**src/rtl/tdm_pkg.sv**
```systemverilog
// Purpose: shared types, defaults and slot-index helper for the TDM slot scheduler.
// Latency: n/a (declarations only).
// Backpressure: n/a.
package tdm_pkg;

  localparam int unsigned TDM_DEF_CHANNEL_NUM = 8;
  localparam int unsigned TDM_DEF_SLOT_WIDTH  = 16;

  typedef enum logic [1:0] {
    ST_IDLE = 2'd0,
    ST_SYNC = 2'd1,
    ST_RUN  = 2'd2
  } tdm_state_e;

  // Slot that follows 'cur' in a frame of 'num' slots, wrapping to slot 0.
  function automatic int unsigned tdm_next_slot(input int unsigned cur,
                                                input int unsigned num);
    return (cur >= num - 1) ? 0 : cur + 1;
  endfunction

endpackage

```
**src/rtl/tdm_tx_hold.sv**
```systemverilog
// Purpose: one-entry per-channel TX holding register with valid/ready load and pop.
// Latency: a loaded word is visible on out_dat_o the cycle after the handshake.
// Backpressure: in_rdy_o is low while the entry is full or loading is disabled.
//
// Ports:
//   clk, rst_n    clock, asynchronous active-low reset
//   flush_i       drop any held word (dominates load and pop)
//   accept_en_i   loading allowed (scheduler not idle)
//   in_vld_i/in_dat_i/in_rdy_o  producer handshake
//   pop_i         consume the held word (slot served)
//   out_vld_o/out_dat_o         held word and its valid flag
module tdm_tx_hold #(
  parameter int unsigned WIDTH = 16
) (
  input  logic             clk,
  input  logic             rst_n,
  input  logic             flush_i,
  input  logic             accept_en_i,
  input  logic             in_vld_i,
  input  logic [WIDTH-1:0] in_dat_i,
  output logic             in_rdy_o,
  input  logic             pop_i,
  output logic             out_vld_o,
  output logic [WIDTH-1:0] out_dat_o
);

  logic             vld_q, vld_d;
  logic [WIDTH-1:0] dat_q, dat_d;
  logic             load;

  assign in_rdy_o  = accept_en_i & ~vld_q;
  assign load      = in_vld_i & in_rdy_o;
  assign out_vld_o = vld_q;
  assign out_dat_o = dat_q;

  // A pop on an empty entry in the same cycle as a load leaves the new word
  // stored: load is applied after pop.
  always_comb begin
    vld_d = vld_q;
    dat_d = dat_q;
    if (flush_i) begin
      vld_d = 1'b0;
    end else begin
      if (pop_i) begin
        vld_d = 1'b0;
      end
      if (load) begin
        vld_d = 1'b1;
        dat_d = in_dat_i;
      end
    end
  end

  always_ff @(posedge clk or negedge rst_n) begin
    if (!rst_n) begin
      vld_q <= 1'b0;
      dat_q <= '0;
    end else begin
      vld_q <= vld_d;
      dat_q <= dat_d;
    end
  end

endmodule

```
**src/rtl/tdm_slot_scheduler.sv**
```systemverilog
// Purpose: shares one TDM serializer PCM port among CHANNEL_NUM channel streams.
// Latency: pcm_tx_* and ch_rx_* pulse one cycle after the slot tick / rx valid.
// Backpressure: per-channel TX via one-entry holds (ch_tx_ready); RX has none.
//
// Ports:
//   clk, rst_n                   clock, asynchronous active-low reset
//   enable, slot_mask, clr_status  control: run enable, active slots, status clear
//   slot_tick, frame_sync        serializer slot boundary and slot-0 marker
//   ch_tx_data/valid/ready       per-channel TX words into the holding registers
//   pcm_tx_data/valid            word for the slot being served
//   pcm_rx_data/slot/valid       word received from the serializer
//   ch_rx_data/valid             routed RX word, one-hot channel pulse
//   cur_slot, running            slot being served, RUN indicator
//   underrun, sync_err           sticky status
module tdm_slot_scheduler
  import tdm_pkg::*;
#(
  parameter int unsigned CHANNEL_NUM = TDM_DEF_CHANNEL_NUM,
  parameter int unsigned SLOT_WIDTH  = TDM_DEF_SLOT_WIDTH,
  parameter int unsigned SLOT_IDX_W  = $clog2(CHANNEL_NUM)
) (
  input  logic                              clk,
  input  logic                              rst_n,
  input  logic                              enable,
  input  logic [CHANNEL_NUM-1:0]            slot_mask,
  input  logic                              clr_status,
  input  logic                              slot_tick,
  input  logic                              frame_sync,
  input  logic [CHANNEL_NUM*SLOT_WIDTH-1:0] ch_tx_data,
  input  logic [CHANNEL_NUM-1:0]            ch_tx_valid,
  output logic [CHANNEL_NUM-1:0]            ch_tx_ready,
  output logic [SLOT_WIDTH-1:0]             pcm_tx_data,
  output logic                              pcm_tx_valid,
  input  logic [SLOT_WIDTH-1:0]             pcm_rx_data,
  input  logic [SLOT_IDX_W-1:0]             pcm_rx_slot,
  input  logic                              pcm_rx_valid,
  output logic [SLOT_WIDTH-1:0]             ch_rx_data,
  output logic [CHANNEL_NUM-1:0]            ch_rx_valid,
  output logic [SLOT_IDX_W-1:0]             cur_slot,
  output logic                              running,
  output logic [CHANNEL_NUM-1:0]            underrun,
  output logic                              sync_err
);

  localparam logic [SLOT_IDX_W-1:0] LAST_SLOT = SLOT_IDX_W'(CHANNEL_NUM - 1);

  tdm_state_e state_q, state_d;

  logic [SLOT_IDX_W-1:0]  cur_slot_q, cur_slot_d;
  logic [SLOT_IDX_W-1:0]  slot_inc;
  logic                   serve_vld;
  logic [SLOT_IDX_W-1:0]  serve_slot;
  logic                   serve_hit;
  logic                   sync_err_set;

  logic [CHANNEL_NUM-1:0] hold_vld;
  logic [SLOT_WIDTH-1:0]  hold_dat [CHANNEL_NUM];
  logic [CHANNEL_NUM-1:0] hold_pop;
  logic                   hold_flush;
  logic                   hold_accept_en;

  logic [SLOT_WIDTH-1:0]  pcm_tx_data_q, pcm_tx_data_d;
  logic                   pcm_tx_valid_q, pcm_tx_valid_d;
  logic [SLOT_WIDTH-1:0]  ch_rx_data_q, ch_rx_data_d;
  logic [CHANNEL_NUM-1:0] ch_rx_valid_q, ch_rx_valid_d;
  logic [CHANNEL_NUM-1:0] underrun_q, underrun_d, underrun_set;
  logic                   sync_err_q, sync_err_d;

  logic [CHANNEL_NUM-1:0] rx_onehot;
  logic                   rx_hit;

  assign slot_inc = SLOT_IDX_W'(tdm_next_slot(32'(cur_slot_q), CHANNEL_NUM));

  // ---------------------------------------------------------------------------
  // Control FSM: state register
  // ---------------------------------------------------------------------------
  always_ff @(posedge clk or negedge rst_n) begin
    if (!rst_n) begin
      state_q <= ST_IDLE;
    end else begin
      state_q <= state_d;
    end
  end

  // Control FSM: next state plus the per-tick serve decision. A frame_sync
  // tick in SYNC is itself served as slot 0. In RUN a frame_sync always
  // realigns to slot 0; a mismatch between frame_sync and the wrap point
  // flags a sync error without leaving RUN.
  always_comb begin
    state_d      = state_q;
    serve_vld    = 1'b0;
    serve_slot   = '0;
    sync_err_set = 1'b0;
    case (state_q)
      ST_IDLE: begin
        state_d = ST_SYNC;
      end
      ST_SYNC: begin
        if (slot_tick && frame_sync) begin
          state_d    = ST_RUN;
          serve_vld  = 1'b1;
          serve_slot = '0;
        end
      end
      ST_RUN: begin
        if (slot_tick) begin
          serve_vld    = 1'b1;
          serve_slot   = frame_sync ? '0 : slot_inc;
          sync_err_set = frame_sync ^ (cur_slot_q == LAST_SLOT);
        end
      end
      default: begin
        state_d = ST_IDLE;
      end
    endcase
    // Disable overrides everything: back to IDLE, nothing served or flagged.
    if (!enable) begin
      state_d      = ST_IDLE;
      serve_vld    = 1'b0;
      serve_slot   = '0;
      sync_err_set = 1'b0;
    end
  end

  // ---------------------------------------------------------------------------
  // Per-channel TX holding registers
  // ---------------------------------------------------------------------------
  assign serve_hit      = serve_vld & slot_mask[serve_slot];
  assign hold_flush     = ~enable;
  assign hold_accept_en = (state_q != ST_IDLE);

  for (genvar c = 0; c < CHANNEL_NUM; c++) begin : g_hold
    // Popping an empty hold is harmless; a same-cycle load still lands.
    assign hold_pop[c] = serve_hit && (serve_slot == SLOT_IDX_W'(c));

    tdm_tx_hold #(
      .WIDTH (SLOT_WIDTH)
    ) u_hold (
      .clk         (clk),
      .rst_n       (rst_n),
      .flush_i     (hold_flush),
      .accept_en_i (hold_accept_en),
      .in_vld_i    (ch_tx_valid[c]),
      .in_dat_i    (ch_tx_data[c*SLOT_WIDTH +: SLOT_WIDTH]),
      .in_rdy_o    (ch_tx_ready[c]),
      .pop_i       (hold_pop[c]),
      .out_vld_o   (hold_vld[c]),
      .out_dat_o   (hold_dat[c])
    );
  end

  // ---------------------------------------------------------------------------
  // RX routing: shifting past the top channel yields zero, so slot indices
  // beyond CHANNEL_NUM-1 never match the mask and the word is dropped.
  // ---------------------------------------------------------------------------
  assign rx_onehot = CHANNEL_NUM'(1) << pcm_rx_slot;
  assign rx_hit    = enable && (state_q == ST_RUN) && pcm_rx_valid &&
                     (|(rx_onehot & slot_mask));

  // ---------------------------------------------------------------------------
  // Datapath / status next state
  // ---------------------------------------------------------------------------
  always_comb begin
    cur_slot_d     = cur_slot_q;
    pcm_tx_data_d  = pcm_tx_data_q;
    pcm_tx_valid_d = 1'b0;
    ch_rx_data_d   = ch_rx_data_q;
    ch_rx_valid_d  = '0;
    underrun_set   = '0;

    if (!enable) begin
      cur_slot_d = '0;
    end else if (serve_vld) begin
      cur_slot_d = serve_slot;
    end

    if (serve_hit) begin
      pcm_tx_valid_d = 1'b1;
      if (hold_vld[serve_slot]) begin
        pcm_tx_data_d = hold_dat[serve_slot];
      end else begin
        pcm_tx_data_d            = '0;
        underrun_set[serve_slot] = 1'b1;
      end
    end

    if (rx_hit) begin
      ch_rx_data_d  = pcm_rx_data;
      ch_rx_valid_d = rx_onehot;
    end

    // Set wins over a same-cycle clear.
    underrun_d = (underrun_q & ~{CHANNEL_NUM{clr_status}}) | underrun_set;
    sync_err_d = (sync_err_q & ~clr_status) | sync_err_set;
  end

  always_ff @(posedge clk or negedge rst_n) begin
    if (!rst_n) begin
      cur_slot_q     <= '0;
      pcm_tx_data_q  <= '0;
      pcm_tx_valid_q <= 1'b0;
      ch_rx_data_q   <= '0;
      ch_rx_valid_q  <= '0;
      underrun_q     <= '0;
      sync_err_q     <= 1'b0;
    end else begin
      cur_slot_q     <= cur_slot_d;
      pcm_tx_data_q  <= pcm_tx_data_d;
      pcm_tx_valid_q <= pcm_tx_valid_d;
      ch_rx_data_q   <= ch_rx_data_d;
      ch_rx_valid_q  <= ch_rx_valid_d;
      underrun_q     <= underrun_d;
      sync_err_q     <= sync_err_d;
    end
  end

  assign cur_slot     = cur_slot_q;
  assign running      = (state_q == ST_RUN);
  assign pcm_tx_data  = pcm_tx_data_q;
  assign pcm_tx_valid = pcm_tx_valid_q;
  assign ch_rx_data   = ch_rx_data_q;
  assign ch_rx_valid  = ch_rx_valid_q;
  assign underrun     = underrun_q;
  assign sync_err     = sync_err_q;

endmodule

```
**config.mk**
```make
export PLATFORM = sky130hd
export DESIGN_NAME = tdm_slot_scheduler
export DESIGN_NICKNAME = d
export VERILOG_FILES = /design/src/rtl/tdm_pkg.sv /design/src/rtl/tdm_tx_hold.sv /design/src/rtl/tdm_slot_scheduler.sv
export SDC_FILE = /design/constraint.sdc
export NUM_CORES = 1
export LEC_CHECK = 0
export BUFFER_PORTS_ARGS = -buffer_cell sky130_fd_sc_hd__buf_2
export CORE_UTILIZATION = 37
export DETAILED_ROUTE_END_ITERATION = 12
export PLACE_DENSITY_LB_ADDON = 0.05
export SYNTH_ARGS = -nofsm -noshare
export SYNTH_HDL_FRONTEND = slang
export SYNTH_SLANG_ARGS = --single-unit
```
**constraint.sdc**
```tcl
create_clock -name clk -period 3.3 [get_ports clk]
set_clock_uncertainty 0.05 [all_clocks]
set_input_delay 0.495 -clock clk [delete_from_list [all_inputs] [get_ports clk]]
set_output_delay 0.495 -clock clk [all_outputs]
set_load 0.01 [all_outputs]
```
; ---- Word level (Yosys, flattened, before mapping)
; Cells that the tools add are included.
[classes]
shift = 1
n_reduce_logical = 26
order_cmp = 4
n_addsub = 1
bitwise_logic = 34
mux = 55
n_eq_ne = 21
[op_table]
columns = op, count
row1 = binary-select mux 16 bit (select 3 bit), 1
row2 = two-way mux 16 bit, 3
row3 = two-way mux 1 bit, 34
row4 = two-way mux 8 bit, 3
row5 = != test 3 x 1 -> 1 bit (second input constant), 8
row6 = two-way mux 3 bit, 7
row7 = bitwise AND 1 bit, 18
row8 = AND reduction 2 bit, 9
row9 = bitwise AND 8 bit, 2
row10 = equality test 3 bit (second input constant), 5
row11 = logical AND 1 bit, 13
row12 = inverter 1 bit, 9
row13 = inverter 8 bit, 1
row14 = bitwise OR 8 bit, 1
row15 = OR reduction 8 bit, 1
row16 = << shifter 1 x 3 -> 8 bit (first input constant), 1
row17 = binary-select mux 1 bit (select 3 bit), 2
row18 = equality test 3 x 2 -> 1 bit (second input constant), 2
row19 = one-hot mux 2 bit (3 select lines), 1
row20 = >= comparator 4 bit (second input constant), 1
row21 = < comparator 3 x 4 -> 1 bit (second input constant), 1
row22 = two-way mux 2 bit, 2
row23 = inverter 3 -> 4 bit, 1
row24 = adder 3 x 1 -> 3 bit (second input constant), 1
row25 = other kinds (15), 15
[word_totals]
in_bits = 170
output_inout_bits = 62
elab_cells = 166
regBits = 191

; ---- Longest topological paths before layout
; Gate-level depths: netlist (run 1).
[depth]
ltp_word = 13
depth_mapped = 10

; ---- Cells and area by module
; Synthesis (run 1) repeated with hierarchy kept, for this count alone.
[hier_totals]
hier_cells = 731
area_unflattened_um2 = 9491.6
[modules_own_cells]
columns = mod, area_each_um2, n_inst, cells_each, seq_area_each_um2
row1 = tdm_tx_hold, 726.9, 8, 40, 425.4
row2 = tdm_slot_scheduler, 3676.0, 1, 411, 1376.3

; ---- Worst setup path after synthesis (run 1)
; No wires, ideal clock.
[synth_path]
kind = register to register
startpoint = reg cur_slot_q[1], in the netlist cur_slot[1]
endpoint = reg g_hold[3].u_hold.vld_q
stages_incl_launch_ff = 9
period_less_slack_ps = 2656
t_arrival_ps = 2486
setup_ps = 120
slack_ps = 644
path_cell_list = dfrtp_1 ha_1 ha_1 nor2_1 nand4_4 a211oi_4 a2bb2oi_2 or4b_1 a31o_1
[synth_via]
elab_chain_len = 11
elab_cells_between_ends = 13
cone_classes = add/sub: 1 / order compare: 1 / eq/ne: 2 / mux: 7 / bitwise: 1 / reduce/logical: 1
[synth_lines]
columns = item, line
row1 = from (decl), tdm_slot_scheduler.sv:49  ; logic [SLOT_IDX_W-1:0] cur_slot_q, cur_slot_d;
row2 = from (signal assigned), tdm_slot_scheduler.sv:207  ; cur_slot_q <= cur_slot_d;
row3 = adder 3 x 1 -> 3 bit or >= comparator 3 bit (tied branches), tdm_pkg.sv:18  ; return (cur >= num - 1) ? 0 : cur + 1;
row4 = two-way mux 3 bit *, tdm_pkg.sv:18
row5 = two-way mux 3 bit *, tdm_slot_scheduler.sv:108  ; serve_slot = frame_sync ? '0 : slot_inc;
row6 = two-way mux 3 bit *, tdm_slot_scheduler.sv:106  ; if (slot_tick) begin
row7 = two-way mux 3 bit *, -
row8 = two-way mux 3 bit *, tdm_slot_scheduler.sv:117  ; if (!enable) begin
row9 = binary-select mux 1 bit (select 3 bit), tdm_slot_scheduler.sv:128  ; assign serve_hit = serve_vld & slot_mask[serve_slot];
row10 = two-way mux 1 bit (not written as such), tdm_slot_scheduler.sv:128
row11 = bitwise AND 1 bit, tdm_slot_scheduler.sv:128
row12 = logical AND 1 bit *, tdm_slot_scheduler.sv:134  ; assign hold_pop[c] = serve_hit && (serve_slot == SLOT_IDX_W'(c));
row13 = != test 3 x 1 -> 1 bit (no line) *, -
row14 = to (signal assigned), tdm_tx_hold.sv:59  ; vld_q <= vld_d;
row15 = to (decl), tdm_tx_hold.sv:27  ; logic vld_q, vld_d;
; Mark *: on every way between the ends. The rest lies on a longest branch, timed or not. The select of a mux whose other input is x is not followed.
; A chain may end at the register's enable or synchronous reset.

; ---- Worst setup path in the final report (run 1)
[layout_path]
startpoint = reg cur_slot_q[2], in the netlist cur_slot[2]
endpoint = reg pcm_tx_data_q[14], in the netlist pcm_tx_data[14]
[layout_via]
elab_chain_len = 11
elab_cells_between_ends = 17
cone_classes = add/sub: 1 / order compare: 1 / mux: 13 / bitwise: 2
[layout_lines]
columns = item, line
row1 = adder 3 x 1 -> 3 bit or >= comparator 3 bit (tied branches), tdm_pkg.sv:18
row2 = two-way mux 3 bit *, tdm_pkg.sv:18
row3 = two-way mux 3 bit *, tdm_slot_scheduler.sv:108
row4 = two-way mux 3 bit *, tdm_slot_scheduler.sv:106
row5 = two-way mux 3 bit *, -
row6 = two-way mux 3 bit *, tdm_slot_scheduler.sv:117
row7 = inverter 3 -> 4 bit (not written as such), tdm_slot_scheduler.sv:180  ; pcm_tx_data_d = hold_dat[serve_slot];
row8 = binary-select mux 16 bit (select 3 bit), tdm_slot_scheduler.sv:180
row9 = two-way mux 16 bit (not written as such) (2 in series), tdm_slot_scheduler.sv:180
row10 = two-way mux 16 bit, tdm_slot_scheduler.sv:179  ; if (hold_vld[serve_slot]) begin
row11 = to (signal assigned), tdm_slot_scheduler.sv:208  ; pcm_tx_data_q <= pcm_tx_data_d;
row12 = to (decl), tdm_slot_scheduler.sv:62  ; logic [SLOT_WIDTH-1:0] pcm_tx_data_q, pcm_tx_data_d;
; Marks and branches as above.

==> summary.txt, run 1 <==
Setup path
  • Reg-to-reg endpoint: pcm_tx_data[14]
  • Crit Path Category: flop to flop
  • Setup crit start: cur_slot[2]
  • Data required, critical path: 3.63 ns
  • CP Data Arrival Time: 3.32 ns
  • CP Capture Type: flop
  • Reg2reg setup slack: 0.30 ns
  • Crit-path max FO: 16
  • Reg-to-reg critical path startpoint: cur_slot[2]
  • CP Launch Type: flop
  • Reg2reg path depth: 7

Detailed routing
  • Routed WL: 26.4 mm
  • DRT iter0 DRCs: 381
  • Avg Vias per Cell: 5.19
  • DRC violations left: 0
  • Final ANT Viol Nets: 0
  • Vias: roughly 6700
  • Routed wire per std cell: 20.5 um
  • DRT Pass-1 Iters: 5

Timing
  • Final setup fails: 0
  • Maximum clock rate: 334 MHz
  • PnR worst setup slack: about 0.30 ns
  • Post-layout min period: between 2 and 3 ns
  • Final Cycle Share: 0.908
  • Max-slew violations: 0
  • Unrepaired setup endpoints after global routing: false
  • Final Hold Viols: 0
  • Setup_tns: 0 ns
  • Slew @ Worst Pin: 0.841 ns
  • Relative slew margins: 0.440

Clock network
  • Clock sink total: between 150 and 200
  • Clock Latency Late Sink: 0.44 ns
  • # resized after CTS: 0
  • Clock buffer depth: 2
  • Post-CTS setup repair buffer count: 0
  • Reg clk slew, reported paths: 0.08 ns
  • Max H-tree Level: 4
  • CTS tree: yes
  • Cts bufs inserted: 17
  • # hold bufs at CTS: 0
  • Clock root cell: clkbuf_16

Synth
  • Synth Area per Inst: 12.4 um^2
  • Seq cells post-synth: 191
  • Post-Syn Nets: 905
  • Sequential element share of the synthesized area: 0.530
  • Post-synth top cells: 191 x dfrtp_1, 154 x mux2_2, 56 x nand2_1
  • Top post-synthesis cells by area: dfrtp_1 53%, mux2_2 19%, mux2i_1 2.3%, nand2_1 2.3%, a32oi_1 1.9%
  • Ys Warns: 0
  • Mapped cell area: 9020 um^2
  • Unique masters post-synth: 65
  • Post-synth EDFFs: 0
  • Cell count after synthesis: 729
  • Primary FF master, synth: dfrtp_1
  • Most numerous cell in the Yosys netlist: dfrtp_1
  • Synth top area share: 0.530
  • Post-synth ARST share: 1.00
  • Leading area contributor after synthesis: dfrtp_1

Placement
  • Pre-CTS setup slack: 0.353 ns
  • PortBufs: around 230
  • Post-DP Area: 10500 um^2
  • RD Place Congestion: 0.858
  • HPWL Detailed: 20.0 mm

Power and ir drop
  • P_sw: about 0.0023 W
  • Sequential share of power: 0.472
  • Comb pwr share: 0.252
  • LEAKAGE: between 5 and 6 nW
  • Power, Total: 0.00761 W
  • Pint: about 0.0053 W
  • Sw Share: 0.308
  • IR drop worst, VDD: 333 uV
  • Clock Power Share: 0.276
  • PwrDens: ~700 nW/um^2

Die
  • Core area: 23700 um^2
  • DIE AREA: approximately 25000 um^2
  • Die Wd: 158 um
  • I/O Pins: about 230
  • Die height: roughly 160 um
  • Row cnt: 56
  • Initial Util: 0.381

Layout
  • Cell area after layout: ~11000 um^2
  • P&R area growth vs syn: 23.5%
  • Layout cells sized above 1: 0.481
  • Nets: between 1000 and 1500

GRT
  • Pin count of the biggest net entering global routing: 69
  • Initial antenna violation count: 1
  • Global-route wire length before repair: 40.6 mm
  • GRT Util Overall: 0.220
  • GR Overflow Total: 0
  • Vias in the first global route: 6978

Flow run
  • Max-Cap Viols: 0

Worst hold path
  • Hold Crit Class: input port to asynchronous set/reset pin

Run status
  • Status: finished, final reports clean
[layout by cell type (no fill, tap or decap), types with 3 or more instances in the layout]
master,instances
a221o_1,3
inv_8,3
clkbuf_16,17
buf_2,230
a22o_1,19
a32oi_1,20
o31ai_1,3
and3_1,3
nor3b_2,8
dfrtp_1,191
nand3_1,7
a211oi_1,19
mux2_2,154
clkinv_8,3
nor2_1,28
buf_4,25
mux2i_1,21
a21oi_1,3
clkinv_4,3
o211ai_1,3
o221ai_1,3
inv_6,3
o21ai_0,26
inv_1,17
nor2b_1,19
nand2_1,56
o22ai_1,7
o21bai_1,4
a31o_1,3
o2bb2ai_1,5
ha_1,5
[logic make-up (layout without fill, tap and decap cells)]
group,Yosys count,in the layout,synth area share
buf+inv,69,306,0.0368
xor+xnor,1,1,0.000971
fa+ha+maj,6,6,0.00832
other cells,0,2,0
mux,177,177,0.218
compound gates,138,138,0.118
flops,191,191,0.530
simple gates,147,147,0.0882
[flip-flops by register name, summed over array words and instances, names as in the netlist]
register	count
g_hold.u_hold.out_dat_o	128
ch_rx_data	16
pcm_tx_data	16
ch_rx_valid	8
g_hold.u_hold.out_vld_o	8
underrun	8
cur_slot	3
state_q	2
pcm_tx_valid	1
sync_err	1
[routing by layer]
layer / global-route usage / vias up / share of wire
met5: 0 / - / 0
met4: 0.0495 / 0 / 0.0091
met3: 0.0419 / 16 / 0.049
met2: 0.329 / 197 / 0.44
met1: 0.325 / 3344 / 0.50
li1: - / 3127 / -
[critical path: stages, from the launching register on]
cell and delay (ns):
dfrtp_1 0.49, ha_1 0.29, nor2_1 0.46, nand4_4 0.31, a211oi_4 0.28, a2bb2oi_2 0.16, nor2_2 0.62, a32o_1 0.26
[cell type report]
cell class | instances | area (um^2)
fill | 2253 | 12500
sequential | 191 | 4780
clock inverter | 14 | 173
multi-input combinational | 469 | 3920
antenna | 2 | 5.00
inverter | 18 | 67.6
clock buffer | 17 | 425
timing repair buffer | 257 | 1370
tap | 319 | 399
[power by group through the flow]
stage / Combinational (W) / Clock, W / Sequential (W)
floorplan: 0.00134 / 0 / 0.00349
global placement: 0.00189 / 0 / 0.00361
detailed placement: 0.00192 / 0 / 0.00364
CTS: 0.00194 / 0.00216 / 0.00360
global route: 0.00211 / 0.00227 / 0.00370
finish: 0.00192 / 0.00210 / 0.00359
[per-stage QoR]
stage / std cells / hold slack [ns] / utilization
6_report: 1287 / 0.0119 / 0.470
5_1_grt: 1285 / 0.0512 / 0.470
2_1_floorplan: 729 / 0.149 / -
4_1_cts: 1285 / 0.0404 / 0.470
3_3_place_gp: 1254 / 0.423 / 0.445
3_5_place_dp: 1254 / 0.427 / 0.445
[how the worst max path moves through the flow]
| stage | endpoint | slack (ns) |
|---|---|---|
| 2_1_floorplan | g_hold[3].u_hold.out_vld_o | 0.64 |
| 3_3_place_gp | pcm_tx_data[14] | 0.45 |
| 3_5_place_dp | pcm_tx_data[14] | 0.35 |
| 4_1_cts | pcm_tx_data[14] | 0.33 |
| 5_1_grt | pcm_tx_data[14] | 0.12 |
| 6_report | pcm_tx_data[14] | 0.30 |
Power figures use the tool's default switching activity.
==> run 2: changes to the inputs <==
--- a/config.mk
+++ b/config.mk
@@ -11,4 +11,5 @@
 export PLACE_DENSITY_LB_ADDON = 0.05
 export SYNTH_ARGS = -nofsm -noshare
 export SYNTH_HDL_FRONTEND = slang
+export SYNTH_HIERARCHICAL = 1
 export SYNTH_SLANG_ARGS = --single-unit
==> summary.txt, run 2 <==
Power and ir drop
  • IR drop worst, VDD: 266 uV
  • Sequential share of power: 0.477
  • Sw Share: 0.282
  • Comb pwr share: 0.245
  • Pint: 0.00548 W
  • Clock Power Share: 0.278
  • PwrDens: between 600 and 700 nW/um^2
  • LEAKAGE: 5.43 nW
  • P_sw: about 0.0021 W

Synth
  • Post-synth EDFFs: 0
  • Unique masters post-synth: 58
  • Mapped cell area: approximately 9500 um^2
  • Post-synth ARST share: 1.00
  • Post-synth top cells: 191 x dfrtp_1, 81 x mux2_4, 66 x mux2_2
  • Cell count after synthesis: 731
  • Leading area contributor after synthesis: dfrtp_1
  • Synth top area share: 0.504
  • Most numerous cell in the Yosys netlist: dfrtp_1
  • Sequential element share of the synthesized area: 0.504
  • Seq cells post-synth: 191
  • Primary FF master, synth: dfrtp_1
  • Ys Warns: 6
  • Synth Area per Inst: 13.0 um^2
  • Post-Syn Nets: 907
  • Top post-synthesis cells by area: dfrtp_1 50%, mux2_4 13%, mux2_2 7.8%, nor4bb_4 2.1%, mux2i_1 2.0%

Detailed routing
  • Avg Vias per Cell: 5.20
  • DRC violations left: 0
  • Routed wire per std cell: 20.8 um
  • Routed WL: 27.0 mm
  • DRT iter0 DRCs: 490
  • DRT Pass-1 Iters: 5
  • Final ANT Viol Nets: 0
  • Vias: roughly 6700

Setup path
  • Reg-to-reg critical path startpoint: cur_slot[1]
  • CP Launch Type: flop
  • CP max stage cell: or3_1
  • Data required, critical path: around 3.6 ns
  • Critical path destination: pcm_tx_data[14]
  • CP peak stage delay: 0.64 ns
  • Reg2reg setup slack: 0.25 ns
  • Setup crit start: cur_slot[1]
  • Cells along the critical path: ha_1 > ha_1 > or3_1 > o22ai_1 > a22o_1 > a211o_1 > and2_1 > buf_4 > o41ai_2
  • Crit Path Category: flop to flop
  • Most used cell, CP: ha_1
  • Crit-path max FO: 18
  • Reg2reg path depth: 9
  • Reg-to-reg endpoint: pcm_tx_data[14]
  • CP Data Arrival Time: 3.34 ns
  • CP Capture Type: flop

Clock network
  • Reg clk slew, reported paths: around 0.070 ns
  • CTS tree: yes
  • Clock buffer depth: 2
  • Clock sink total: approximately 190
  • Cts bufs inserted: 17
  • Clock Latency Late Sink: 0.44 ns
  • Max H-tree Level: 4
  • Clock root cell: clkbuf_16
  • # hold bufs at CTS: 0

Die
  • DIE AREA: 26300 um^2
  • Initial Util: 0.377
  • Die height: 162 um
  • Die Wd: 162 um
  • I/O Pins: 232
  • Row cnt: 58
  • Core area: 25200 um^2

Placement
  • Post-DP Area: ~11000 um^2
  • PortBufs: 231
  • DP Cell Count: 1264
  • RD Place Congestion: 0.851
  • HPWL Detailed: approximately 20 mm

Layout
  • Nets: 1131
  • Cell area after layout: about 12000 um^2
  • Most frequent cells in the layout: 230 x buf_2, 191 x dfrtp_1, 81 x mux2_4, 66 x mux2_2, 41 x nand2_1
  • Most common library cell in the layout ignoring fill and taps: buf_2
  • Layout Cells excl Fill: approximately 1300
  • P&R area growth vs syn: 21.2%
  • Antenna diodes: 0
  • Largest register FFs: around 130
  • Fillcell total: roughly 2400
  • Layout cells sized above 1: 0.480

Timing
  • Final Hold Viols: 0
  • Setup_tns: 0 ns
  • Final setup fails: 0
  • Slew @ Worst Pin: 0.953 ns
  • Unrepaired setup endpoints after global routing: false
  • Post-layout min period: about 3.1 ns
  • Maximum clock rate: 328 MHz
  • Relative slew margins: 0.365
  • Final Cycle Share: 0.925
  • Max-slew violations: 0

Run status
  • Status: finished, final reports clean

GRT
  • Pin count of the biggest net entering global routing: 95
  • Initial antenna violation count: 0
  • Vias in the first global route: 7091
  • Global-route wire length before repair: 42.0 mm
  • GR Overflow Total: 0
  • GRT Util Overall: 0.212

Worst hold path
  • Hold Crit Class: input port to asynchronous set/reset pin

Flow run
  • Max-Cap Viols: 0
[run 2: cell count changes in the layout (fill, tap and decap cells not counted), sizes merged, moves of 15 or more]
cell    delta
a211oi    -21
nand3     +18
nand2     -15
nor3      +18
a21oi     +23
a31oi     +16
a32oi     -20
nor2b     -17
a22o      -18
[run 2: power groups by stage]
stage | clock network [W] | registers (W) | logic [W]
4_1_cts | 0.00217 | 0.00364 | 0.00189
2_1_floorplan | 0 | 0.00348 | 0.00139
6_report | 0.00212 | 0.00364 | 0.00187
3_5_place_dp | 0 | 0.00368 | 0.00188
5_1_grt | 0.00227 | 0.00373 | 0.00202
3_3_place_gp | 0 | 0.00366 | 0.00184
[run 2: repair_timing]
action                                  in CTS  in global routing
setup buffers                                0                  2
resized for setup                            0                  2
endpoints found under the setup margin       0                  5
[run 2: worst min path at each step]
stage,endpoint,slack [ns],cells past startpoint
3_5_place_dp,ch_rx_data[8],0.44,1
4_1_cts,ch_rx_data[3],0.10,1
5_1_grt,ch_rx_data[3],0.11,1
3_3_place_gp,ch_rx_data[4],0.43,1
6_report,ch_rx_data[3],0.06,1
2_1_floorplan,ch_rx_data[0],0.15,0
[run 2: layer usage]
layer / vias up / routed length (um) / track usage
met5: - / 0 / 0
met4: 0 / 406 / 0.0626
met3: 22 / 1370 / 0.0370
met2: 231 / 12500 / 0.332
met1: 3385 / 12800 / 0.300
li1: 3102 / - / -
[run 2: logic make-up after synthesis]
family	share of synthesized area
compound gates	0.103
xor+xnor	0.000923
fa+ha+maj	0.00791
buf+inv	0.0526
flops	0.504
mux	0.226
simple gates	0.106
[run 2: per-stage QoR]
| step | power (W) | worst slack [ns] | hold slack [ns] | utilization |
|---|---|---|---|---|
| after floorplan | 0.00487 | 0.584 | 0.149 | - |
| after global placement | 0.00551 | 0.227 | 0.433 | 0.433 |
| after detailed placement | 0.00556 | 0.164 | 0.439 | 0.433 |
| after CTS | 0.00771 | 0.142 | 0.103 | 0.456 |
| after global routing | 0.00802 | 0.0940 | 0.114 | 0.457 |
| final | 0.00763 | 0.248 | 0.0587 | 0.457 |
[run 2: area by class of cell]
class,instances,area (um^2),share of cell area
multi-input cells,467,4230,0.368
clock inverters,10,124,0.0108
clock buffers,21,470,0.0409
flip-flops and latches,191,4780,0.415
inverters,17,63.8,0.00554
well taps,330,413,0.0359
repair buffers,261,1430,0.124
[run 2: worst max-delay path: cells and delay by family (launching register included)]
kind | cells | cell delay [ns]
compound gates | 4 | 0.98
fa+ha+maj | 2 | 0.53
buf+inv | 1 | 0.19
flops | 1 | 0.39
simple gates | 2 | 0.81
